<file path="src/rtl/spi_rom_arbiter_if.sv">
// rtl/spi_rom_arbiter_if.sv - requester, invalidate and SPI ROM signals of spi_rom_arbiter
interface spi_rom_arbiter_if;
   logic        i_req;
   logic [24:0] i_addr;
   logic        i_gnt;
   logic        i_rvalid;
   logic [31:0] i_rdata;
   logic        i_err;

   logic        d_req;
   logic [24:0] d_addr;
   logic        d_gnt;
   logic        d_rvalid;
   logic [31:0] d_rdata;
   logic        d_err;

   logic        inv;

   logic [24:0] rom_addr;
   logic        rom_addr_valid;
   logic        rom_addr_ready;
   logic [31:0] rom_data;
   logic        rom_data_valid;

   // master: the arbiter itself; slave: requesters plus the SPI ROM reader
   modport master (
      input  i_req, i_addr, d_req, d_addr, inv,
      input  rom_addr_ready, rom_data, rom_data_valid,
      output i_gnt, i_rvalid, i_rdata, i_err,
      output d_gnt, d_rvalid, d_rdata, d_err,
      output rom_addr, rom_addr_valid
   );

   modport slave (
      output i_req, i_addr, d_req, d_addr, inv,
      output rom_addr_ready, rom_data, rom_data_valid,
      input  i_gnt, i_rvalid, i_rdata, i_err,
      input  d_gnt, d_rvalid, d_rdata, d_err,
      input  rom_addr, rom_addr_valid
   );
endinterface

</file>
<file path="src/rtl/spi_rom_arbiter.sv">
// rtl/spi_rom_arbiter.sv - shares one SPI ROM reader between fetch (i) and data (d) ports
// One read in flight at a time, with a one-entry hit buffer in front of the ROM.
module spi_rom_arbiter #(
   parameter int MAX_STREAK = 4,
   parameter int TIMEOUT    = 255,
   parameter int HIT_BUF_EN = 1
) (
   input  logic              clk,
   input  logic              rst,
   spi_rom_arbiter_if.master bus
);
   localparam int CW = $clog2(TIMEOUT + 1);
   localparam int SW = $clog2(MAX_STREAK + 1);

   typedef enum logic [2:0] {
      ST_IDLE,
      ST_HIT,
      ST_ISSUE,
      ST_WAIT,
      ST_RESP
   } state_t;

   state_t        r_state;
   state_t        w_next;

   logic          r_owner;
   logic [24:0]   r_addr;
   logic [SW-1:0] r_streak;
   logic [CW-1:0] r_cnt;
   logic [31:0]   r_data;
   logic          r_err;

   logic          r_buf_valid;
   logic [24:0]   r_buf_addr;
   logic [31:0]   r_buf_data;

   logic          w_streak_full;
   logic          w_pick_d;
   logic          w_pick_i;
   logic          w_grant;
   logic [24:0]   w_req_addr;
   logic          w_lookup_hit;
   logic          w_cnt_last;

   logic          w_i_gnt;
   logic          w_d_gnt;
   logic          w_rvalid;
   logic [31:0]   w_rdata;
   logic          w_err;
   logic [24:0]   w_rom_addr;
   logic          w_rom_addr_valid;

   assign w_streak_full = (r_streak == SW'(MAX_STREAK));
   assign w_pick_d      = bus.d_req & (~bus.i_req | w_streak_full);
   assign w_pick_i      = bus.i_req & ~w_pick_d;
   assign w_grant       = w_pick_i | w_pick_d;
   assign w_req_addr    = w_pick_d ? bus.d_addr : bus.i_addr;

   // An invalidate in the lookup cycle already counts as a miss
   assign w_lookup_hit  = (HIT_BUF_EN != 0) && r_buf_valid && !bus.inv &&
                          (w_req_addr == r_buf_addr);

   // Last WAIT cycle: the response then lands exactly TIMEOUT cycles after WAIT entry
   assign w_cnt_last    = (r_cnt == CW'(TIMEOUT - 1));

   always_comb begin
      w_next           = r_state;
      w_i_gnt          = 1'b0;
      w_d_gnt          = 1'b0;
      w_rvalid         = 1'b0;
      w_rdata          = '0;
      w_err            = 1'b0;
      w_rom_addr       = '0;
      w_rom_addr_valid = 1'b0;
      case (r_state)
         ST_IDLE: begin
            if (w_grant && !rst) begin
               w_i_gnt = w_pick_i;
               w_d_gnt = w_pick_d;
               w_next  = w_lookup_hit ? ST_HIT : ST_ISSUE;
            end
         end
         ST_HIT: begin
            w_rvalid = 1'b1;
            w_rdata  = r_buf_data;
            w_next   = ST_IDLE;
         end
         ST_ISSUE: begin
            w_rom_addr_valid = 1'b1;
            w_rom_addr       = r_addr;
            if (bus.rom_addr_ready) begin
               w_next = ST_WAIT;
            end
         end
         ST_WAIT: begin
            if (bus.rom_data_valid || w_cnt_last) begin
               w_next = ST_RESP;
            end
         end
         ST_RESP: begin
            w_rvalid = 1'b1;
            w_rdata  = r_err ? 32'h0 : r_data;
            w_err    = r_err;
            w_next   = ST_IDLE;
         end
         default: begin
            w_next = ST_IDLE;
         end
      endcase
   end

   assign bus.i_gnt          = w_i_gnt;
   assign bus.d_gnt          = w_d_gnt;
   assign bus.i_rvalid       = w_rvalid & ~r_owner;
   assign bus.d_rvalid       = w_rvalid & r_owner;
   assign bus.i_rdata        = r_owner ? 32'h0 : w_rdata;
   assign bus.d_rdata        = r_owner ? w_rdata : 32'h0;
   assign bus.i_err          = w_err & ~r_owner;
   assign bus.d_err          = w_err & r_owner;
   assign bus.rom_addr       = w_rom_addr;
   assign bus.rom_addr_valid = w_rom_addr_valid;

   always_ff @(posedge clk) begin
      if (rst) begin
         r_state     <= ST_IDLE;
         r_owner     <= 1'b0;
         r_addr      <= '0;
         r_streak    <= '0;
         r_cnt       <= '0;
         r_data      <= '0;
         r_err       <= 1'b0;
         r_buf_valid <= 1'b0;
         r_buf_addr  <= '0;
         r_buf_data  <= '0;
      end else begin
         r_state <= w_next;

         if (w_i_gnt || w_d_gnt) begin
            r_owner <= w_d_gnt;
            r_addr  <= w_req_addr;
         end

         if (!bus.d_req || w_d_gnt) begin
            r_streak <= '0;
         end else if (w_i_gnt && !w_streak_full) begin
            r_streak <= r_streak + 1'b1;
         end

         r_cnt <= (r_state == ST_WAIT) ? r_cnt + 1'b1 : '0;

         // Data arriving on the final WAIT cycle still beats the timeout
         if (r_state == ST_WAIT) begin
            if (bus.rom_data_valid) begin
               r_data <= bus.rom_data;
               r_err  <= 1'b0;
            end else if (w_cnt_last) begin
               r_data <= '0;
               r_err  <= 1'b1;
            end
         end

         if (bus.inv) begin
            r_buf_valid <= 1'b0;
         end else if ((HIT_BUF_EN != 0) && (r_state == ST_RESP) && !r_err) begin
            r_buf_valid <= 1'b1;
            r_buf_addr  <= r_addr;
            r_buf_data  <= r_data;
         end
      end
   end
endmodule

</file>
<file path="src/flat_wrapper.sv">
// flat-port wrapper written by rule: the top's interface ports become plain ports
module spi_rom_arbiter_flat 
#(
   parameter int MAX_STREAK = 4,
   parameter int TIMEOUT    = 255,
   parameter int HIT_BUF_EN = 1
)
  (clk, rst, bus_i_req, bus_i_addr, bus_d_req, bus_d_addr, bus_inv, bus_rom_addr_ready, bus_rom_data, bus_rom_data_valid, bus_i_gnt, bus_i_rvalid, bus_i_rdata, bus_i_err, bus_d_gnt, bus_d_rvalid, bus_d_rdata, bus_d_err, bus_rom_addr, bus_rom_addr_valid);
  spi_rom_arbiter_if bus_i ();
  input  logic clk;
  input  logic rst;
  input wire logic [$bits(bus_i.i_req)-1:0] bus_i_req;
  input wire logic [$bits(bus_i.i_addr)-1:0] bus_i_addr;
  input wire logic [$bits(bus_i.d_req)-1:0] bus_d_req;
  input wire logic [$bits(bus_i.d_addr)-1:0] bus_d_addr;
  input wire logic [$bits(bus_i.inv)-1:0] bus_inv;
  input wire logic [$bits(bus_i.rom_addr_ready)-1:0] bus_rom_addr_ready;
  input wire logic [$bits(bus_i.rom_data)-1:0] bus_rom_data;
  input wire logic [$bits(bus_i.rom_data_valid)-1:0] bus_rom_data_valid;
  output wire logic [$bits(bus_i.i_gnt)-1:0] bus_i_gnt;
  output wire logic [$bits(bus_i.i_rvalid)-1:0] bus_i_rvalid;
  output wire logic [$bits(bus_i.i_rdata)-1:0] bus_i_rdata;
  output wire logic [$bits(bus_i.i_err)-1:0] bus_i_err;
  output wire logic [$bits(bus_i.d_gnt)-1:0] bus_d_gnt;
  output wire logic [$bits(bus_i.d_rvalid)-1:0] bus_d_rvalid;
  output wire logic [$bits(bus_i.d_rdata)-1:0] bus_d_rdata;
  output wire logic [$bits(bus_i.d_err)-1:0] bus_d_err;
  output wire logic [$bits(bus_i.rom_addr)-1:0] bus_rom_addr;
  output wire logic [$bits(bus_i.rom_addr_valid)-1:0] bus_rom_addr_valid;
  assign bus_i.i_req = bus_i_req;
  assign bus_i.i_addr = bus_i_addr;
  assign bus_i.d_req = bus_d_req;
  assign bus_i.d_addr = bus_d_addr;
  assign bus_i.inv = bus_inv;
  assign bus_i.rom_addr_ready = bus_rom_addr_ready;
  assign bus_i.rom_data = bus_rom_data;
  assign bus_i.rom_data_valid = bus_rom_data_valid;
  assign bus_i_gnt = bus_i.i_gnt;
  assign bus_i_rvalid = bus_i.i_rvalid;
  assign bus_i_rdata = bus_i.i_rdata;
  assign bus_i_err = bus_i.i_err;
  assign bus_d_gnt = bus_i.d_gnt;
  assign bus_d_rvalid = bus_i.d_rvalid;
  assign bus_d_rdata = bus_i.d_rdata;
  assign bus_d_err = bus_i.d_err;
  assign bus_rom_addr = bus_i.rom_addr;
  assign bus_rom_addr_valid = bus_i.rom_addr_valid;
  spi_rom_arbiter #(.MAX_STREAK(MAX_STREAK), .TIMEOUT(TIMEOUT), .HIT_BUF_EN(HIT_BUF_EN)) u_core (.clk(clk), .rst(rst), .bus(bus_i));
endmodule
</file>
<file path="config.mk">
export PLATFORM = sky130hd
export DESIGN_NAME = spi_rom_arbiter_flat
export DESIGN_NICKNAME = d
export VERILOG_FILES = /design/src/rtl/spi_rom_arbiter_if.sv /design/src/rtl/spi_rom_arbiter.sv /design/src/flat_wrapper.sv
export SDC_FILE = /design/constraint.sdc
export NUM_CORES = 1
export LEC_CHECK = 0
export ABC_AREA = 1
export BUFFER_PORTS_ARGS = -buffer_cell sky130_fd_sc_hd__buf_4
export CAP_MARGIN = 20
export CORE_MARGIN = 2
export CORE_UTILIZATION = 53
export DETAILED_ROUTE_END_ITERATION = 8
export PLACE_DENSITY = 0.81
export SLEW_MARGIN = 0
export SYNTH_ARGS = -nofsm -noshare
export SYNTH_HDL_FRONTEND = slang
export SYNTH_SLANG_ARGS = --single-unit
export TNS_END_PERCENT = 1
</file>
<file path="constraint.sdc">
create_clock -name clk -period 2.5 [get_ports clk]
set_input_delay 0.375 -clock clk [delete_from_list [all_inputs] [get_ports clk]]
set_output_delay 0.375 -clock clk [all_outputs]
set_load 0.03 [all_outputs]
</file>
==> results_tabular.tex <==
\begin{tabular}{lr}
\hline
Metric & Value \\
\hline
\multicolumn{2}{l}{\textbf{Outcome}} \\
Result of the run & complete, no violations \\
\multicolumn{2}{l}{\textbf{Setup path}} \\
Worst path top cell family by delay & simple AND/OR/NAND/NOR gates \\
Count of buffer and inverter cells on the critical path & 2 \\
Slowest stage cell on the critical path & sky130\_fd\_sc\_hd\_\_dfxtp\_1 \\
CP max stage delay & $\sim$330 ps \\
Most used cell along the critical path & sky130\_fd\_sc\_hd\_\_nor2\_1 \\
Maximum fanout along the worst path & 41 \\
Cells along the critical path & nor2\_1 > nand2\_2 > nor2\_4 > buf\_12 > a22oi\_1 > nor2\_1 > buf\_4 \\
Critical Path RT & 2120 ps \\
Critical Path Sink Type & output port \\
Data arrival time at the worst-slack endpoint & just under 2000 ps \\
Type of the worst setup path & reg2out \\
Setup crit start kind & flop \\
\multicolumn{2}{l}{\textbf{Logic synthesis}} \\
Dominant register cell in the synthesized netlist & sky130\_fd\_sc\_hd\_\_dfxtp\_1 \\
Net count after synthesis & 1088 \\
Number of enable-type register cells in the synthesized netlist & 0 \\
Proportion of synthesized chip area in sequential cells & 0.400 \\
Synth Warn \# & 0 \\
Library cell with the largest summed area after synthesis & sky130\_fd\_sc\_hd\_\_dfxtp\_1 \\
Number of library cell types mapped by synthesis & 32 \\
Area share of the largest cell type after synthesis & 0.400 \\
Synth area leaders & sky130\_fd\_sc\_hd\_\_dfxtp\_1, sky130\_fd\_sc\_hd\_\_nand2\_1, sky130\_fd\_sc\_hd\_\_nand3\_1 \\
Post-Syn Instances & $\sim$1000 \\
Post-Syn Area & 0.00655 sq mm \\
Flip-flop and latch count after synthesis & 131 \\
Average size of a mapped cell & around 6.6 sq um \\
Fraction of registers with async set/reset & 0 \\
\multicolumn{2}{l}{\textbf{Timing}} \\
Slew of the pin with the lowest slew margin & 831 ps \\
Final setup viols & 0 \\
Clock period minus worst slack & about 2300 ps \\
Clock skew & 6.10 ps \\
Setup total negative slack & 0 ps \\
Setup repair after global routing missed its margin & true \\
Worst hold slack & 211 ps \\
Count of endpoints failing hold in the final timing report & 0 \\
Maximum clock frequency & 0.431 GHz \\
Period utilization & 0.928 \\
Slew Viols, Final & 0 \\
Setup slack after layout & 181 ps \\
Relative slew slack & 0.446 \\
\multicolumn{2}{l}{\textbf{Floorplan}} \\
Vertical die dimension & $\sim$120 um \\
Number of standard-cell rows in the floorplan & 40 \\
Floorplan core area & approximately 0.012 sq mm \\
Initial core utilization & 0.543 \\
Overall die width & 115 um \\
Count of pins on the block boundary & 185 \\
Die ar. & roughly 0.013 sq mm \\
\multicolumn{2}{l}{\textbf{Power and ir drop}} \\
Worst supply voltage drop on vdd & 0.000416 V \\
Power per cell area & 658 mW/mm\^{}2 \\
Internal power & about 4000 uW \\
Gate power share & 0.175 \\
LEAKAGE & between 0.003 and 0.004 uW \\
Sequential cell fraction of total power & 0.399 \\
NetSw & 1620 uW \\
Relative contribution of the clock network to total power & 0.425 \\
Switching fraction of total power & 0.287 \\
\multicolumn{2}{l}{\textbf{Clock network}} \\
Sink Count & 131 \\
Clock-pin slew reported for the worst setup and hold paths after clock tree synthesis & 50 ps \\
Total clock buffers created by CTS & 17 \\
Clock root buffer & sky130\_fd\_sc\_hd\_\_clkbuf\_16 \\
Clock insertion delay at the later pin of the skew report & 420 ps \\
CTS tree & built \\
CTS H-Tree Depth & 4 \\
Maximum clock insertion buffer count & 2 \\
\multicolumn{2}{l}{\textbf{Layout}} \\
Antenna diode instance count & 0 \\
Final net count & 1242 \\
Share of final-layout standard cells stronger than drive strength 1 & 0.212 \\
Synthesis-to-layout area growth & 31.4\% \\
Post-layout util & 0.714 \\
\multicolumn{2}{l}{\textbf{Drt}} \\
First-pass detailed-route iteration total & 6 \\
Post-detailed-route wirelength per cell & 14.2 um \\
Initial detailed-routing violation count & 619 \\
Via density per instance & 5.31 \\
Total wire length & roughly 19000 um \\
\# DRC & 0 \\
Final antenna-violating net count & 0 \\
Number of vias after detailed routing & slightly above 7000 \\
\multicolumn{2}{l}{\textbf{Placement}} \\
Setup slack after placement & about 190 ps \\
Final GP Congestion & 0.852 \\
Hpwl dp & 12400 um \\
Port bufs & between 150 and 200 \\
\multicolumn{2}{l}{\textbf{GRT}} \\
Global-route wire length before repair & 29400 um \\
Maximum number of pins on one net before global-route repair & 76 \\
Via count of the first global-routing pass & 6226 \\
Global-route total usage across every layer & 0.278 \\
Overflow left after global routing & 0 \\
Antenna violations before repair & 0 \\
\multicolumn{2}{l}{\textbf{Flow run}} \\
Max-cap violations & 0 \\
\multicolumn{2}{l}{\textbf{Min path}} \\
Kind of path behind the tightest hold check & in2reg \\
\hline
\end{tabular}
## layer usage
layer | global-route usage | up-vias | part of all wire
met1 | 0.363 | 3223 | 0.44
met3 | 0.0517 | 41 | 0.059
li1 | - | 3550 | -
met5 | 0 | - | 0
met2 | 0.459 | 245 | 0.48
met4 | 0.107 | 0 | 0.025
## cell usage after synthesis (6+ instances only)
master / number
sky130_fd_sc_hd__inv_1: 104
sky130_fd_sc_hd__o21ai_0: 47
sky130_fd_sc_hd__nor2_1: 129
sky130_fd_sc_hd__a22oi_1: 32
sky130_fd_sc_hd__dfxtp_1: 131
sky130_fd_sc_hd__nand2_1: 203
sky130_fd_sc_hd__a211oi_1: 8
sky130_fd_sc_hd__clkbuf_1: 44
sky130_fd_sc_hd__nand3_1: 115
sky130_fd_sc_hd__nor3_1: 6
sky130_fd_sc_hd__a31oi_1: 9
sky130_fd_sc_hd__a21oi_1: 114
sky130_fd_sc_hd__buf_2: 16
## metrics by stage
step	area (sq um)	instances	power, uW
2_1_floorplan	6560	995	2900
3_3_place_gp	8010	1296	3250
3_5_place_dp	8010	1296	3260
4_1_cts	8590	1329	5650
5_1_grt	8610	1330	5880
6_report	8610	1330	5660
## worst reg2reg max path: cells and delay by family, from the launching register on
kind                     cells  cell delay, ps
AND/OR/NAND/NOR             11            1180
adder cells (fa/ha/maj)      1             200
flip-flops                   1             350
AO/OA/AOI/OAI                1              50
buffers and inverters        2             360
## layout make-up
type	count	area, sq um
well taps	168	210
fillers	1079	3450
clock inverters	10	108
clock buffers	22	464
inverters	107	402
flip-flops and latches	131	2620
repair buffers	203	1540
multi-input cells	689	3260
## layout by cell type, fill, tap and decap left out, types with 2 or more instances in the layout
cell type,Yosys,final
sky130_fd_sc_hd__a211oi_1,8,8
sky130_fd_sc_hd__a21oi_1,114,114
sky130_fd_sc_hd__a22oi_1,32,32
sky130_fd_sc_hd__a31oi_1,9,9
sky130_fd_sc_hd__and2_1,2,2
sky130_fd_sc_hd__buf_4,2,202
sky130_fd_sc_hd__bufinv_16,0,2
sky130_fd_sc_hd__clkbuf_1,44,3
sky130_fd_sc_hd__clkbuf_16,0,17
sky130_fd_sc_hd__clkbuf_8,0,2
sky130_fd_sc_hd__clkinv_1,3,3
sky130_fd_sc_hd__clkinv_2,0,5
sky130_fd_sc_hd__clkinvlp_4,0,3
sky130_fd_sc_hd__dfxtp_1,131,131
sky130_fd_sc_hd__ha_1,4,4
sky130_fd_sc_hd__inv_1,104,103
sky130_fd_sc_hd__nand2_1,203,201
sky130_fd_sc_hd__nand2_2,2,4
sky130_fd_sc_hd__nand3_1,115,115
sky130_fd_sc_hd__nand3b_1,4,4
sky130_fd_sc_hd__nand4_1,2,2
sky130_fd_sc_hd__nor2_1,129,127
sky130_fd_sc_hd__nor2_2,0,2
sky130_fd_sc_hd__nor2_4,1,2
sky130_fd_sc_hd__nor3_1,6,4
sky130_fd_sc_hd__nor3_2,1,2
sky130_fd_sc_hd__o21a_1,2,2
sky130_fd_sc_hd__o21ai_0,47,47
## sequential cells by signal, indices dropped and copies added (netlist names), 3 cells and up
| name | count |
|---|---|
| u_core.r_buf_data | 32 |
| u_core.r_data | 32 |
| u_core.r_addr | 25 |
| u_core.r_buf_addr | 25 |
| u_core.r_cnt | 8 |
| u_core.r_state | 3 |
| u_core.r_streak | 3 |
## final timing paths
| check | startpoint | endpoint | slack [ps] | cells past startpoint |
|---|---|---|---|---|
| worst max-delay path | u_core.r_state[0] | bus_d_rdata[23] | 180 | 7 |
| worst min-delay path | rst | u_core.r_buf_addr[1] | 210 | 2 |
| worst max register to register | u_core.r_streak[0] | u_core.r_state[1] | 250 | 15 |
| worst min register to register | u_core.r_buf_data[4] | u_core.r_buf_data[4] | 460 | 2 |
## logic make-up after synthesis
kind of cell | synth area share
AO/OA/AOI/OAI | 0.184
XOR/XNOR | 0.00134
adder cells (fa/ha/maj) | 0.00764
buffers and inverters | 0.107
flip-flops | 0.400
AND/OR/NAND/NOR | 0.300
## repair_timing
| action | CTS | global route |
|---|---|---|
| buffers inserted | 1 | 0 |
| setup endpoints to repair | 1 | 31 |
| pin swaps | 1 | 1 |
| hold buffers | 0 | 0 |
| cloned | 0 | 1 |
| resized for setup | 0 | 3 |
## power by group through the flow
stage	registers (uW)	clock network [uW]	logic, uW
floorplan	2280	0	622
global placement	2300	0	951
detailed placement	2300	0	961
CTS	2260	2420	974
global route	2270	2520	1090
finish	2260	2410	993
(Power assumes the default switching activity.)
